--- config.mk ---
export PLATFORM = sky130hd
export DESIGN_NAME = div_unit
export DESIGN_NICKNAME = d
export VERILOG_FILES = /design/src/rtl/div_unit_pkg.sv /design/src/rtl/div_unit.sv
export SDC_FILE = /design/constraint.sdc
export NUM_CORES = 1
export LEC_CHECK = 0
export CORE_MARGIN = 4
export CORE_UTILIZATION = 39
export CTS_BUF_LIST = sky130_fd_sc_hd__clkbuf_16
export DETAILED_ROUTE_END_ITERATION = 8
export SETUP_SLACK_MARGIN = 0.1
export SLEW_MARGIN = 25
export SYNTH_ARGS = -nofsm -noshare
export SYNTH_HDL_FRONTEND = slang
export SYNTH_SLANG_ARGS = --single-unit
--- constraint.sdc ---
create_clock -name i_clk -period 10.26 [get_ports i_clk]
set_input_delay 1.026 -clock i_clk [delete_from_list [all_inputs] [get_ports i_clk]]
set_output_delay 1.026 -clock i_clk [all_outputs]
set_load 0.02 [all_outputs]
--- src/rtl/div_unit_pkg.sv ---
// div_unit_pkg: shared definitions for the iterative RV32M divide/remainder unit.
// Holds the data width, the divide op codes, the FSM state encoding and a
// small magnitude helper used when loading signed operands.
package div_unit_pkg;

    localparam int DATA_WIDTH = 32;
    localparam int CNT_W      = 5;

    // Divide/remainder operation select
    localparam logic [1:0] OP_DIV_DIV  = 2'b00;
    localparam logic [1:0] OP_DIV_DIVU = 2'b01;
    localparam logic [1:0] OP_DIV_REM  = 2'b10;
    localparam logic [1:0] OP_DIV_REMU = 2'b11;

    typedef enum logic [1:0] {
        ST_IDLE   = 2'b00,
        ST_CALC   = 2'b01,
        ST_FINISH = 2'b10
    } div_state_t;

    // Two's-complement magnitude when neg is set, raw value otherwise.
    // The most negative value maps to itself, which is its correct unsigned magnitude.
    function automatic logic [DATA_WIDTH-1:0] mag(input logic [DATA_WIDTH-1:0] v,
                                                  input logic                  neg);
        return neg ? (~v + {{(DATA_WIDTH-1){1'b0}}, 1'b1}) : v;
    endfunction

endpackage

--- src/rtl/div_unit.sv ---
// div_unit: iterative radix-2 restoring divider for DIV/DIVU/REM/REMU.
// One quotient bit per cycle; 34 cycles from accepted start to o_done.
// Optional build macro DIV_ZERO_FAST_EN: a zero divisor skips the iteration
// and finishes one cycle after start.
//
//  state     | meaning
//  ----------+-----------------------------------------------------------
//  ST_IDLE   | waiting for i_start; operands and op latched on accept
//  ST_CALC   | 32 shift/compare/subtract iterations, one per cycle
//  ST_FINISH | sign-correct, register o_c and pulse o_done
module div_unit
    import div_unit_pkg::*;
(
    input  logic                  i_clk,
    input  logic                  i_rst,
    input  logic                  i_start,
    input  logic [1:0]            i_op,
    input  logic [DATA_WIDTH-1:0] i_a,
    input  logic [DATA_WIDTH-1:0] i_b,
    output logic                  o_busy,
    output logic                  o_done,
    output logic [DATA_WIDTH-1:0] o_c
);

    div_state_t            state_q;
    div_state_t            state_d;

    logic [1:0]            op_q;
    logic [DATA_WIDTH-1:0] a_q;
    logic                  sign_a_q;
    logic                  sign_b_q;
    logic                  bzero_q;
    logic [DATA_WIDTH-1:0] dvd_q;
    logic [DATA_WIDTH-1:0] dvs_q;
    logic [DATA_WIDTH-1:0] rem_q;
    logic [CNT_W-1:0]      cnt_q;

    logic                  start_signed;
    logic [DATA_WIDTH:0]   rem_sh;
    logic [DATA_WIDTH:0]   diff;
    logic                  q_bit;
    logic [DATA_WIDTH-1:0] rem_nx;
    logic [DATA_WIDTH-1:0] dvd_nx;
    logic [DATA_WIDTH-1:0] result;

    // DIV and REM are the signed ops (op bit 0 clear)
    assign start_signed = ~i_op[0];

    // State register
    always_ff @(posedge i_clk or posedge i_rst) begin
        if (i_rst) begin
            state_q <= ST_IDLE;
        end else begin
            state_q <= state_d;
        end
    end

    // Next-state decode and busy flag
    always_comb begin
        state_d = state_q;
        o_busy  = 1'b1;
        case (state_q)
            ST_IDLE: begin
                o_busy = 1'b0;
                if (i_start) begin
`ifdef DIV_ZERO_FAST_EN
                    if (i_b == '0) begin
                        state_d = ST_FINISH;
                    end else begin
                        state_d = ST_CALC;
                    end
`else
                    state_d = ST_CALC;
`endif
                end
            end
            ST_CALC: begin
                if (cnt_q == CNT_W'(DATA_WIDTH - 1)) begin
                    state_d = ST_FINISH;
                end
            end
            ST_FINISH: begin
                state_d = ST_IDLE;
            end
            default: begin
                state_d = ST_IDLE;
            end
        endcase
    end

    // One restoring step; the shifted remainder is kept one bit wider so large
    // unsigned divisors compare correctly
    always_comb begin
        rem_sh = {rem_q, dvd_q[DATA_WIDTH-1]};
        diff   = rem_sh - {1'b0, dvs_q};
        q_bit  = ~diff[DATA_WIDTH];
        rem_nx = q_bit ? diff[DATA_WIDTH-1:0] : rem_sh[DATA_WIDTH-1:0];
        dvd_nx = {dvd_q[DATA_WIDTH-2:0], q_bit};
    end

    // Sign correction and divide-by-zero result selection
    always_comb begin
        result = '0;
        if (bzero_q) begin
            result = op_q[1] ? a_q : '1;
        end else if (!op_q[1]) begin
            result = mag(dvd_q, sign_a_q ^ sign_b_q);
        end else begin
            result = mag(rem_q, sign_a_q);
        end
    end

    // Operand capture, iteration datapath and registered result
    always_ff @(posedge i_clk or posedge i_rst) begin
        if (i_rst) begin
            op_q     <= '0;
            a_q      <= '0;
            sign_a_q <= 1'b0;
            sign_b_q <= 1'b0;
            bzero_q  <= 1'b0;
            dvd_q    <= '0;
            dvs_q    <= '0;
            rem_q    <= '0;
            cnt_q    <= '0;
            o_c      <= '0;
            o_done   <= 1'b0;
        end else begin
            o_done <= 1'b0;
            case (state_q)
                ST_IDLE: begin
                    if (i_start) begin
                        op_q     <= i_op;
                        a_q      <= i_a;
                        sign_a_q <= start_signed & i_a[DATA_WIDTH-1];
                        sign_b_q <= start_signed & i_b[DATA_WIDTH-1];
                        bzero_q  <= (i_b == '0);
                        dvd_q    <= mag(i_a, start_signed & i_a[DATA_WIDTH-1]);
                        dvs_q    <= mag(i_b, start_signed & i_b[DATA_WIDTH-1]);
                        rem_q    <= '0;
                        cnt_q    <= '0;
                    end
                end
                ST_CALC: begin
                    rem_q <= rem_nx;
                    dvd_q <= dvd_nx;
                    cnt_q <= cnt_q + CNT_W'(1);
                end
                ST_FINISH: begin
                    o_c    <= result;
                    o_done <= 1'b1;
                end
                default: ;
            endcase
        end
    end

endmodule

==> metrics <==
yosys warns=0; Rows=slightly above 60; maxcap violations=0; initial antenna violation count=0; RePlAce Congestion=0.8873; Synth top area share=0.3725; Pleak=5.785 nW; Hold Fails Final Rpt=0; unrepaired setup endpoints after global routing=no; count of cell types in the netlist=64; post-synthesis register bit count=172; hold_ws=0.4783 ns; synth top area cells=dfrtp_1, nand2_1, xnor2_1, o21ai_0, xor2_1; I/O pins=103; Critical Path Source Type=flop; status=finished, final reports clean; starting DRC count in detailed routing=771; Antenna diodes=0; Worst Max-Slew Pin Slew=around 1 ns; CP dominant cell by count=o21ai_1; Root Driver=clkbuf_16; I/O Buffers=a little over 100; Top FF cell, synth=dfrtp_1; Max Fclk=~250 MHz; Filler cells=2836; critical path class=reg2reg; fin cells=1830; clock tree sinks=172; wire per inst=17.20 um; fin. max-slew vios=0; post-cts hold buffer count=0; crit-path cells=inv_1 -> ha_1 -> fa_1 -> nand2b_1 -> a21oi_1 -> o21ai_1 -> a2111oi_2 -> nor3_2 -> a211oi_2 -> a2111oi_4 -> xnor2_4 -> buf_4 -> nand2_1 -> o21ai_1; synthesized instance count=~1400; Worst EP arrival=4.33 ns; routed wire length=31470 um; post-CTS sizing=0; DRT Pass-1 Iters=7; Post-CTS Setup Inserts=0; Vias/cell=5.467; setup TNS=0 ns; core area=28940 um2; worst path required time=between 10 and 15 ns; sequential share of the synthesized area=0.3725; Placed Cells=1797; total CTS buffers=17; final setup violation count=0; first-pass GRT wire length=50980 um; largest net degree at the start of global routing=100; via count=10000; ANT nets after route=0; Die W=~180 um; syn_area_per_cell=roughly 8.4 um2; via count of the first global-routing pass=9426; Starting Density=0.3993; asr flop ratio synth=1.000; Tightest Hold Check Type=reg2reg; Clock Path Buffers=2; DRC violations left=0; worst rel slew slack=0.3477; crit-path max FO=37; CP max stage cell=buf_4; Post-Syn Nets=1481; CP Capture Type=flop; Yosys top cell by area=dfrtp_1; crit path time final=between 3 and 4 ns; GRT overflow=0; Clock Skew=0.01680 ns; mapped cell area=11550 um2; synthesis-to-layout area growth=16.62%; CTS clock-pin slew for the worst setup and hold paths=about 0.07 ns; detailed placement HPWL=22540 um; number of flops mapped to enable cells by yosys=0; Die ar.=roughly 32000 um2; share of cells above drive strength 1=0.04495; H-tree Lvls=4; slowest stage delay, CP=0.49 ns; Worst-Skew Late Latency=between 0.4 and 0.5 ns; Nets=1541; crit share post-route=0.3872; CTS tree=yes; Die Y=180.1 um; PwrDens=346.1 nW/um2; GR Util All Layers=0.1900; Max VDD drop=between 0.00015 and 0.0002 V
[metrics by stage]
step                      setup WS [ns]  cell area (um2)  total power, mW  utilization
final                             6.287            13480            4.664       0.4657
after detailed placement          6.182            12880            4.028       0.4453
after global placement            6.206            12880            3.984       0.4453
after floorplan                   4.574            11550            3.368            -
after global routing              6.052            13480            5.089       0.4657
after CTS                         6.239            13440            4.672       0.4646
[final cells by class]
cell class              instances  area (um2)  share of cell area
clock buffers                  17       425.4             0.03157
clock inverters                15       132.6            0.009842
inverters                      60       230.2             0.01708
multi-input cells            1067        6759              0.5016
flip-flops and latches        172        4305              0.3195
well taps                     384       480.5             0.03565
repair buffers                115        1142             0.08477
[placed cells by master (no fill, tap or decap), drive strengths merged, types with 4 or more instances in the layout]
| master | instances |
|---|---|
| or2 | 4 |
| clkinv | 5 |
| nand3 | 17 |
| dfrtp | 172 |
| a221oi | 19 |
| nor2b | 13 |
| o22ai | 6 |
| ha | 38 |
| clkdlybuf4s50 | 102 |
| o31ai | 22 |
| nand3b | 4 |
| and2 | 4 |
| o41ai | 11 |
| o21ai | 159 |
| a211oi | 5 |
| o311ai | 4 |
| inv | 68 |
| nor2 | 76 |
| buf | 13 |
| o221ai | 4 |
| nand4 | 7 |
| a21oi | 71 |
| or4 | 12 |
| clkbuf | 17 |
| xor2 | 59 |
| a22oi | 32 |
| and3 | 4 |
| nor3 | 19 |
| a31oi | 8 |
| nand2b | 12 |
| nor4 | 11 |
| o21a | 4 |
| a2111oi | 4 |
| or3 | 12 |
| nand2 | 239 |
| xnor2 | 86 |
| mux2i | 49 |
| a21o | 27 |
[kinds of logic after synthesis]
| group | after synthesis | share of synthesized area |
|---|---|---|
| xor+xnor | 145 | 0.1115 |
| compound gates | 396 | 0.2164 |
| fa+ha+maj | 39 | 0.04288 |
| flops | 172 | 0.3725 |
| buf+inv | 134 | 0.04515 |
| mux | 49 | 0.04245 |
| simple gates | 438 | 0.1691 |
[sequential cells by signal (all words and copies together), names as in the netlist]
| signal | cells |
|---|---|
| a_q | 32 |
| o_c | 32 |
| cnt_q | 5 |
| sign_a_q | 1 |
| dvd_q | 32 |
| op_q | 1 |
| sign_b_q | 1 |
| dvs_q | 32 |
| o_done | 1 |
| state_q | 2 |
| rem_q | 32 |
| bzero_q | 1 |
[worst paths after layout]
kind / start / end / cells past startpoint / slack (ns)
setup / recovery: dvd_q[31]$_DFFE_PP0P_ / rem_q[30]$_DFFE_PP0P_ / 14 / 6.29
hold / removal: a_q[5]$_DFFE_PP0P_ / a_q[5]$_DFFE_PP0P_ / 2 / 0.48
setup reg to reg: dvd_q[31]$_DFFE_PP0P_ / rem_q[30]$_DFFE_PP0P_ / 14 / 6.29
hold reg to reg: a_q[5]$_DFFE_PP0P_ / a_q[5]$_DFFE_PP0P_ / 2 / 0.48
max in group asynchronous: i_rst / sign_a_q$_DFFE_PP0P_ / 4 / 7.83
min in group asynchronous: i_rst / o_c[9]$_DFFE_PP0P_ / 2 / 0.98
[per-layer routing]
layer	vias to the layer above	track usage	routed length, um
met5	-	0	0
li1	4960	-	-
met1	4764	0.2856	15670
met2	249	0.2900	13820
met3	31	0.02665	1529
met4	0	0.04628	456
[power breakdown]
| group | internal, mW | switching, mW | leakage [nW] |
|---|---|---|---|
| Combinational | 1.19 | 1.55 | 3.36 |
| Clock | 0.319 | 0.308 | 0.270 |
| Sequential | 0.976 | 0.327 | 2.15 |
[critical path, delay by kind of cell, from the launching register on]
kind | cells | cell delay (ns)
AO/OA/AOI/OAI | 6 | 1.53
XOR/XNOR | 1 | 0.14
adder cells (fa/ha/maj) | 2 | 0.64
buffers and inverters | 2 | 0.61
flip-flops | 1 | 0.35
AND/OR/NAND/NOR | 3 | 0.61
[cells in the mapped netlist (5+ instances only)]
library cell,n
xnor2_1,85
or4_1,10
o22ai_1,6
o31ai_1,22
ha_1,38
mux2i_1,49
dfrtp_1,172
nand2b_1,12
nor4_1,11
buf_2,5
clkbuf_1,62
a21o_1,27
a221oi_1,19
nor2b_1,13
o21ai_1,24
or3_1,11
nand4_1,7
o41ai_1,10
nor2_1,76
inv_1,60
nand3_1,17
o21ai_0,135
a31oi_1,8
xor2_1,59
a22oi_1,32
nand2_1,239
a21oi_1,71
nor3_1,18
Note: power is estimated with default switching activity, not from simulation.
